File: config.mk
export PLATFORM = sky130hd
export DESIGN_NAME = fifo_rd_ptr_ctrl_flat
export DESIGN_NICKNAME = d
export VERILOG_FILES = /design/src/rtl/fifo_rd_ptr_ctrl_if.sv /design/src/rtl/fifo_rd_ptr_ctrl.sv /design/src/flat_wrapper.sv
export SDC_FILE = /design/constraint.sdc
export NUM_CORES = 1
export LEC_CHECK = 0
export BUFFER_PORTS_ARGS = -buffer_cell sky130_fd_sc_hd__clkbuf_2
export CAP_MARGIN = 10
export CORE_AREA = 2 2 52 54
export CTS_BUF_LIST = sky130_fd_sc_hd__clkbuf_8
export CTS_CLUSTER_DIAMETER = 200
export DETAILED_ROUTE_END_ITERATION = 8
export DIE_AREA = 0 0 54 56
export GPL_ROUTABILITY_DRIVEN = 0
export PLACE_DENSITY_LB_ADDON = 0.15
export SLEW_MARGIN = 20
export SYNTH_ARGS = -nofsm -noshare
export SYNTH_HDL_FRONTEND = slang
export SYNTH_SLANG_ARGS = --single-unit
export TNS_END_PERCENT = 20
File: constraint.sdc
create_clock -name clk -period 3.2 [get_ports clk]
set_clock_uncertainty 0.1 [all_clocks]
set_input_delay 0.96 -clock clk [delete_from_list [all_inputs] [get_ports clk]]
set_output_delay 0.96 -clock clk [all_outputs]
set_load 0.05 [all_outputs]
File: src/rtl/fifo_rd_ptr_ctrl_if.sv
// Read-side bundle of the dual-clock FIFO: consumer requests, the write pointer
// arriving from the write domain, and all read-domain status outputs.
interface fifo_rd_ptr_ctrl_if #(
    parameter int ADDR_WIDTH = 4
);
    logic                  rd_en;
    logic [ADDR_WIDTH:0]   wr_ptr_gray;
    logic [ADDR_WIDTH:0]   rd_ptr_gray;
    logic [ADDR_WIDTH-1:0] rd_addr;
    logic                  rd_valid;
    logic                  empty;
    logic                  almost_empty;
    logic [ADDR_WIDTH:0]   rd_count;
    logic                  underflow;

    // master: consumer / write-domain side; slave: the pointer controller
    modport master (
        output rd_en, wr_ptr_gray,
        input  rd_ptr_gray, rd_addr, rd_valid, empty, almost_empty, rd_count, underflow
    );

    modport slave (
        input  rd_en, wr_ptr_gray,
        output rd_ptr_gray, rd_addr, rd_valid, empty, almost_empty, rd_count, underflow
    );
endinterface

File: src/rtl/fifo_rd_ptr_ctrl.sv
// Read-domain pointer controller: synchronizes the gray write pointer, advances the
// read pointer and derives empty / almost-empty / fill level / RAM read address.
module fifo_rd_ptr_ctrl #(
    parameter int ADDR_WIDTH          = 4,
    parameter int SYNC_STAGES         = 2,
    parameter int ALMOST_EMPTY_THRESH = 2
) (
    input  logic                 clk,
    input  logic                 rst,
    fifo_rd_ptr_ctrl_if.slave    bus
);
    localparam int PW = ADDR_WIDTH + 1;

    genvar gi;

    generate
        if (SYNC_STAGES < 2 || SYNC_STAGES > 4) begin : g_bad_sync
            $error("fifo_rd_ptr_ctrl: SYNC_STAGES must be in 2..4");
        end
    endgenerate

    // Raw flop chain: the first stage samples the foreign-domain pointer directly.
    (* ASYNC_REG = "TRUE" *) logic [PW-1:0] sync_reg [SYNC_STAGES];

    logic [PW-1:0] wr_gray_s;
    logic [PW-1:0] wr_bin_s;
    logic [PW-1:0] rd_ptr_bin_reg;
    logic [PW-1:0] rd_ptr_gray_reg;
    logic          empty_reg;
    logic          almost_empty_reg;
    logic [PW-1:0] rd_count_reg;
    logic          rd_valid_reg;
    logic          underflow_reg;

    logic          rd_fire;
    logic [PW-1:0] rd_bin_next;
    logic [PW-1:0] rd_gray_next;
    logic [PW-1:0] fill_next;

    always_ff @(posedge clk) begin
        if (rst) begin
            for (int i = 0; i < SYNC_STAGES; i++) begin
                sync_reg[i] <= '0;
            end
        end else begin
            sync_reg[0] <= bus.wr_ptr_gray;
            for (int i = 1; i < SYNC_STAGES; i++) begin
                sync_reg[i] <= sync_reg[i-1];
            end
        end
    end

    assign wr_gray_s = sync_reg[SYNC_STAGES-1];

    // Each binary bit is the XOR of all gray bits at and above it.
    generate
        for (gi = 0; gi < PW; gi++) begin : g_g2b
            assign wr_bin_s[gi] = ^wr_gray_s[PW-1:gi];
        end
    endgenerate

    assign rd_fire      = bus.rd_en & ~empty_reg;
    assign rd_bin_next  = rd_ptr_bin_reg + PW'(rd_fire);
    assign rd_gray_next = rd_bin_next ^ (rd_bin_next >> 1);
    assign fill_next    = wr_bin_s - rd_bin_next;

    always_ff @(posedge clk) begin
        if (rst) begin
            rd_ptr_bin_reg   <= '0;
            rd_ptr_gray_reg  <= '0;
            empty_reg        <= 1'b1;
            almost_empty_reg <= 1'b1;
            rd_count_reg     <= '0;
            rd_valid_reg     <= 1'b0;
            underflow_reg    <= 1'b0;
        end else begin
            rd_ptr_bin_reg   <= rd_bin_next;
            rd_ptr_gray_reg  <= rd_gray_next;
            empty_reg        <= (rd_gray_next == wr_gray_s);
            almost_empty_reg <= (fill_next <= PW'(ALMOST_EMPTY_THRESH));
            rd_count_reg     <= fill_next;
            rd_valid_reg     <= rd_fire;
            underflow_reg    <= bus.rd_en & empty_reg;
        end
    end

    // RAM samples rd_addr on the edge where rd_fire is high; data is valid one cycle later.
    assign bus.rd_addr      = rd_ptr_bin_reg[ADDR_WIDTH-1:0];
    assign bus.rd_ptr_gray  = rd_ptr_gray_reg;
    assign bus.rd_valid     = rd_valid_reg;
    assign bus.empty        = empty_reg;
    assign bus.almost_empty = almost_empty_reg;
    assign bus.rd_count     = rd_count_reg;
    assign bus.underflow    = underflow_reg;

endmodule

File: src/flat_wrapper.sv
// flat-port wrapper written by rule: the top's interface ports become plain ports
module fifo_rd_ptr_ctrl_flat 
#(
    parameter int ADDR_WIDTH          = 4,
    parameter int SYNC_STAGES         = 2,
    parameter int ALMOST_EMPTY_THRESH = 2
)
  (clk, rst, bus_rd_en, bus_wr_ptr_gray, bus_rd_ptr_gray, bus_rd_addr, bus_rd_valid, bus_empty, bus_almost_empty, bus_rd_count, bus_underflow);
  fifo_rd_ptr_ctrl_if #(.ADDR_WIDTH(ADDR_WIDTH)) bus_i ();
  input  logic clk;
  input  logic rst;
  input wire logic [$bits(bus_i.rd_en)-1:0] bus_rd_en;
  input wire logic [$bits(bus_i.wr_ptr_gray)-1:0] bus_wr_ptr_gray;
  output wire logic [$bits(bus_i.rd_ptr_gray)-1:0] bus_rd_ptr_gray;
  output wire logic [$bits(bus_i.rd_addr)-1:0] bus_rd_addr;
  output wire logic [$bits(bus_i.rd_valid)-1:0] bus_rd_valid;
  output wire logic [$bits(bus_i.empty)-1:0] bus_empty;
  output wire logic [$bits(bus_i.almost_empty)-1:0] bus_almost_empty;
  output wire logic [$bits(bus_i.rd_count)-1:0] bus_rd_count;
  output wire logic [$bits(bus_i.underflow)-1:0] bus_underflow;
  assign bus_i.rd_en = bus_rd_en;
  assign bus_i.wr_ptr_gray = bus_wr_ptr_gray;
  assign bus_rd_ptr_gray = bus_i.rd_ptr_gray;
  assign bus_rd_addr = bus_i.rd_addr;
  assign bus_rd_valid = bus_i.rd_valid;
  assign bus_empty = bus_i.empty;
  assign bus_almost_empty = bus_i.almost_empty;
  assign bus_rd_count = bus_i.rd_count;
  assign bus_underflow = bus_i.underflow;
  fifo_rd_ptr_ctrl #(.ADDR_WIDTH(ADDR_WIDTH), .SYNC_STAGES(SYNC_STAGES), .ALMOST_EMPTY_THRESH(ALMOST_EMPTY_THRESH)) u_core (.clk(clk), .rst(rst), .bus(bus_i));
endmodule
==> results of run 1 <==
[cells by family after synthesis]
| group | after synthesis |
|---|---|
| simple gates | 41 |
| flops | 28 |
| xor+xnor | 22 |
| compound gates | 11 |
| buf+inv | 6 |
| fa+ha+maj | 6 |
[metrics by stage]
step	area [µm²]	util, %	setup WS [ns]	TNS, ns
finish	1420	58.5	0.214	0
detailed placement	1370	56.3	-0.0451	-0.0451
CTS	1420	58.5	0.220	0
floorplan	1190	-	0.0219	0
global placement	1370	56.3	0.0234	0
global route	1420	58.5	0.107	0
[power by group]
part | switching [mW] | internal [mW] | leakage (nW) | total (mW)
combinational | 0.158 | 0.0850 | 0.383 | 0.243
sequential | 0.0109 | 0.378 | 0.230 | 0.389
clock | 0.108 | 0.110 | 0.0288 | 0.218
[worst max-delay path, cell delays in order]
cell and delay, ns:
clkbuf_2 0.09, nor2b_1 0.13, ha_1 0.20, ha_2 0.22
xnor2_4 0.13, ha_1 0.30, and3_1 0.18, a311o_1 0.36
xnor2_1 0.22, a41oi_1 0.14, a2bb2oi_1 0.17
[cell usage after synthesis]
library cell and number:
a21o_1 2, a21o_2 1, a21oi_1 1, a2bb2oi_1 1, a311o_1 1, a31oi_1 1, a41oi_1 1, and3_1 2
and3b_1 2, buf_1 1, clkbuf_1 3, dfxtp_1 28, ha_1 6, inv_1 2, nand2_1 4, nand3_1 1
nand3b_1 1, nor2_1 15, nor2b_1 13, nor3b_1 2, o21ai_0 2, o22ai_1 1, or2b_1 1, xnor2_1 15
xor2_1 5, xor2_2 1, xor3_1 1
[routing by layer]
layer / global-route usage (%) / part of all wire [%]
met5: 0 / 0
met4: 6.43 / 1.7
met3: 3.23 / 3.8
met2: 26.0 / 53
met1: 16.6 / 41
[final cells by class]
cell class | count | area (µm²) | share of cell area, %
flip-flops and latches | 28 | 561 | 39.4
repair buffers | 29 | 155 | 10.9
clock buffers | 4 | 55.1 | 3.87
multi-input cells | 80 | 608 | 42.7
well taps | 30 | 37.5 | 2.64
inverters | 2 | 7.51 | 0.527
[worst paths after layout]
check | depth (start not counted) | from | to | slack (ns)
max | 11 | bus_rd_en | u_core.bus.almost_empty | 0.21
min | 1 | u_core.sync_reg[0][0] | u_core.sync_reg[0][5] | 0.35
max reg2reg | 10 | u_core.sync_reg[0][9] | u_core.bus.almost_empty | 0.54
min reg2reg | 1 | u_core.sync_reg[0][0] | u_core.sync_reg[0][5] | 0.35
==> flow_summary.ini, run 1 <==
[status]
status = complete, no violations

[power_and_ir_drop]
power.leakage_nw = 0.642
power.density_nw_per_um2 = 597
finalPower_mw = 0.850
peakVddDrop_mv = 0.444

[hold_path]
hp-class = reg2reg

[timing]
rsz0062_at_grt = no
hold_violations = 0
finalCritPeriodShare_pct = 93.3
min_period_ns = 2.99
slew_headroom_pct = 65.3
finalSetupViolCount = 0
holdWs_ns = 0.346
max_freq_mhz = 335
maxSlewViolCount = 0
tightest_slew_ns = 0.520

[synthesis]
synth_fa_ha_area_share_pct = 6.42
synth_warnings = 0
yosys.area_share.simple_pct = 18.6
ys_seq_area_share_pct = 47.9
yosysTopAreaCell = dfxtp_1
ys_types = 27
synthMuxAreaShare_pct = 0
synth_fp_nets = 128
yosys.area_share.xor_xnor_pct = 18.4
postSynthCellCount = 114
avgSynthCellArea_um2 = 10.3
synth_top_area_share_pct = 47.9
netlist_top_cells_area = dfxtp_1 48%, xnor2_1 11%, nor2b_1 7.0%
synth_top_family_by_area = simple AND/OR/NAND/NOR gates
ys_seq_elements = 28
netlist_area_um2 = 1170
synth_compound_area_share_pct = 6.74

[clock_network]
post_cts_resized = 0
insertion_delay_ns = 0.27
cts_root_buf = clkbuf_8
cts_tree = yes
clk_path_buf_depth = 2
post_cts_buffers = 0
htree_levels = 1
clk_pin_slew_ns = 0.09
cts_buffers = 3
cts_hold_buf = 0
cts.sinks = 28

[drt]
routed_via_density = 4.76
routed_wl_um = 2030
ant_nets = 0
drtIter0Drc = 5
wl_per_cell_um = 11.7
vias = 824
dr.pass1.iters = 4
post-route-drc-count = 0

[floorplan]
rows = 18
die_w_um = 54
core_um2 = 2430
ios = 26
die_h_um = 56
initial_core_util_pct = 48.1
die-area_um2 = 3020

[finish]
layout.cells.non_filler = 173
fin_nets = 158
final_common_cell = dfxtp_1
fill_cells = 218
final_cell_mix = 28 x dfxtp_1, 25 x clkbuf_2, 15 x nor2_1
syn_to_final_growth_pct = 21.7
drive_gt1_share_pct = 25.9
antenna_cells = 0
largest_register_ffs = 10

[worst_setup_path]
worstPathArrival_ns = 3.09
crit_path_start_kind = input pin
required_ns = 3.31
path_max_fanout = 3
crit_path_end_kind = flop
critPathKind = in2reg

[global_routing]
overflow = 0
first_global_vias = 722
antenna_found_initial = 0
grt_pass1_wl_um = 3220
grt_use_total_pct = 14.9
grt_max_degree = 30

[placement]
portBuffers = 25
dp_cells = 169
dp_hpwl_um = 1540

[run]
maxCapViolations = 0
Power figures use the tool's default switching activity.
==> run 2: changes to the inputs <==
Settings changed: ABC_AREA set to 1, CORE_AREA 2 2 52 54 to 2 2 54 56, DIE_AREA 0 0 54 56 to 0 0 56 58.
==> run 2 against run 1 <==
Synthesized cell count rose by 45%. Count of clock-buffer cells in the layout is the same. Wire length is 13% higher. Critical endpoint unchanged.
==> flow_summary.ini, run 2 <==
[clock_network]
post_cts_resized = 0
clk_pin_slew_ns = 0.09
clk_path_buf_depth = 2
htree_levels = 1
cts.sinks = 28
insertion_delay_ns = 0.28
cts_buffers = 3
cts_tree = yes
post_cts_buffers = 0
cts_root_buf = clkbuf_8
cts_hold_buf = 0

[finish]
final_common_cell = inv_1
layout.cells.non_filler = 223
drive_gt1_share_pct = 20.8
largest_register_ffs = 10
antenna_cells = 0
syn_to_final_growth_pct = 17.0
final_cell_mix = 31 x inv_1, 29 x nand2_1, 28 x nor2_1, 28 x dfxtp_1, 25 x clkbuf_2
fin_nets = 207

[floorplan]
initial_core_util_pct = 47.5
die_h_um = 58
die_w_um = 56
ios = 26
die-area_um2 = 3250
core_um2 = 2660
rows = 19

[timing]
hold_violations = 0
tightest_slew_ns = 0.526
rsz0062_at_grt = no
setup_tns_ns = 0
slew_headroom_pct = 64.9
max_freq_mhz = 368
maxSlewViolCount = 0
finalCritPeriodShare_pct = 84.9
finalSetupViolCount = 0
min_period_ns = 2.72

[global_routing]
grt_pass1_wl_um = 3810
use_met3_pct = 3.79
gr-usage-met1_pct = 17.5
busiest_layer = met2
antenna_found_initial = 0
grt_use_total_pct = 15.1
grt_use_met2_pct = 26.1
overflow = 0
grt_max_degree = 28
first_global_vias = 944

[synthesis]
netlist_top_cells_area = dfxtp_1 44%, inv_1 9.2%, nand2_1 8.6%
ys_seq_elements = 28
synth_edf_count = 0
ys_seq_area_share_pct = 44.4
ys_types = 17
synth_fp_nets = 179
yosysTopAreaCell = dfxtp_1
ys_async_sr_fraction_pct = 0
synth_top_area_share_pct = 44.4
netlist_area_um2 = 1260
postSynthCellCount = 165
yosys_most_used_dff = dfxtp_1
synth_common_cells = 31 x inv_1, 29 x nand2_1, 28 x dfxtp_1, 28 x nor2_1, 12 x nand3_1
avgSynthCellArea_um2 = 7.66
yosys.cell_count.top_type = inv_1
synth_warnings = 0

[placement]
dp_cells = 219
dp_hpwl_um = 1720
portBuffers = 25

[worst_setup_path]
path_max_fanout = 3
cpMostUsedCell = nand2_1
crit_path_end_kind = flop
crit_slowest_cell = ha_1
r2r_slack_ns = 0.91
crit_chain = clkbuf_2 -> inv_1 -> nor2_1 -> ha_1 -> ha_1 -> xnor2_2 -> ha_1 -> inv_1 -> nor2_1 -> nand3_1 -> nand2_1 -> nand2_1 -> nand3_1 -> nand2_1 -> nand2_1 -> nand2_1
required_ns = 3.28
max_stage_delay_ns = 0.34
startpoint = bus_rd_en
worstPathArrival_ns = 2.80
worst_r2r_endpoint = u_core.bus.almost_empty
worst-r2r-cell-count = 14
crit_path_start_kind = input pin
r2r-start = u_core.bus.empty
critPathKind = in2reg

[drt]
routed_via_density = 4.52
vias = 1008
drtIter0Drc = 21
dr.pass1.iters = 4
post-route-drc-count = 0
routed_wl_um = 2300
wl_per_cell_um = 10.3
ant_nets = 0

[run]
maxCapViolations = 0

[power_and_ir_drop]
peakVddDrop_mv = 0.394
power.leakage_nw = 0.798
power.density_nw_per_um2 = 582

[hold_path]
hp-start = u_core.sync_reg[0][4]
hold_end = u_core.sync_reg[0][9]
hold_depth = 2
hp-class = reg2reg

[status]
status = complete, no violations
## run 2: cell types whose count changed in the layout (fill, tap and decap cells not counted), moves of 6 or more
cell,previous run,this run
inv_1,2,31
nand2_1,4,29
nor2_1,15,28
nor2b_1,13,0
nand3_1,1,12
xnor2_1,14,3
nand2_2,0,6
## run 2: cells by family (layout without fill, tap and decap cells)
family | Yosys count | after routing | share of synthesized area [%]
flops | 28 | 28 | 44.4
xor+xnor | 15 | 15 | 12.2
fa+ha+maj | 6 | 6 | 5.94
simple gates | 77 | 77 | 25.5
compound gates | 4 | 4 | 1.58
buf+inv | 35 | 62 | 10.4
## run 2: worst max-delay path: cells and delay by family
| family | cells | cell delay, ns |
|---|---|---|
| adders and majority gates | 3 | 0.80 |
| and+or+nand+nor | 9 | 0.65 |
| buffers and inverters | 3 | 0.22 |
| xor gates and xnor gates | 1 | 0.16 |
## run 2: worst max-delay path by stage
stage	end	slack (ns)	depth (start not counted)
2_1_floorplan	u_core.bus.almost_empty	0.38	15
3_3_place_gp	u_core.bus.almost_empty	0.25	16
3_5_place_dp	u_core.bus.almost_empty	0.18	16
4_1_cts	u_core.bus.almost_empty	0.48	16
5_1_grt	u_core.bus.almost_empty	0.32	16
6_report	u_core.bus.almost_empty	0.48	16
## run 2: layout make-up
cell class	instances	area (µm²)
multi-input combinational	102	572
clock buffer	4	55.1
tap	31	38.8
inverter	32	120
fill	272	1180
timing repair buffer	26	133
sequential	28	561
## run 2: through the flow
| step | power (mW) | hold WS, ns | setup WS (ns) | area, µm² | utilization [%] |
|---|---|---|---|---|---|
| global placement | 0.647 | 0.291 | 0.250 | 1420 | 53.5 |
| finish | 0.861 | 0.307 | 0.483 | 1480 | 55.5 |
| global route | 0.908 | 0.321 | 0.317 | 1480 | 55.5 |
| CTS | 0.869 | 0.310 | 0.476 | 1480 | 55.5 |
| detailed placement | 0.650 | 0.296 | 0.176 | 1420 | 53.5 |
| floorplan | 0.598 | 0.288 | 0.381 | 1260 | - |
## run 2: routing by layer
layer / wire, µm / up-vias
met5: 0 / -
met4: 60 / 0
met3: 103 / 9
met2: 1070 / 28
met1: 1060 / 430
li1: - / 541
## run 2: power by group
group          internal (mW)  switching, mW  total [mW]
clock                  0.110          0.109       0.219
combinational         0.0735          0.179       0.253
sequential             0.378         0.0114       0.389
total                  0.561          0.299       0.861
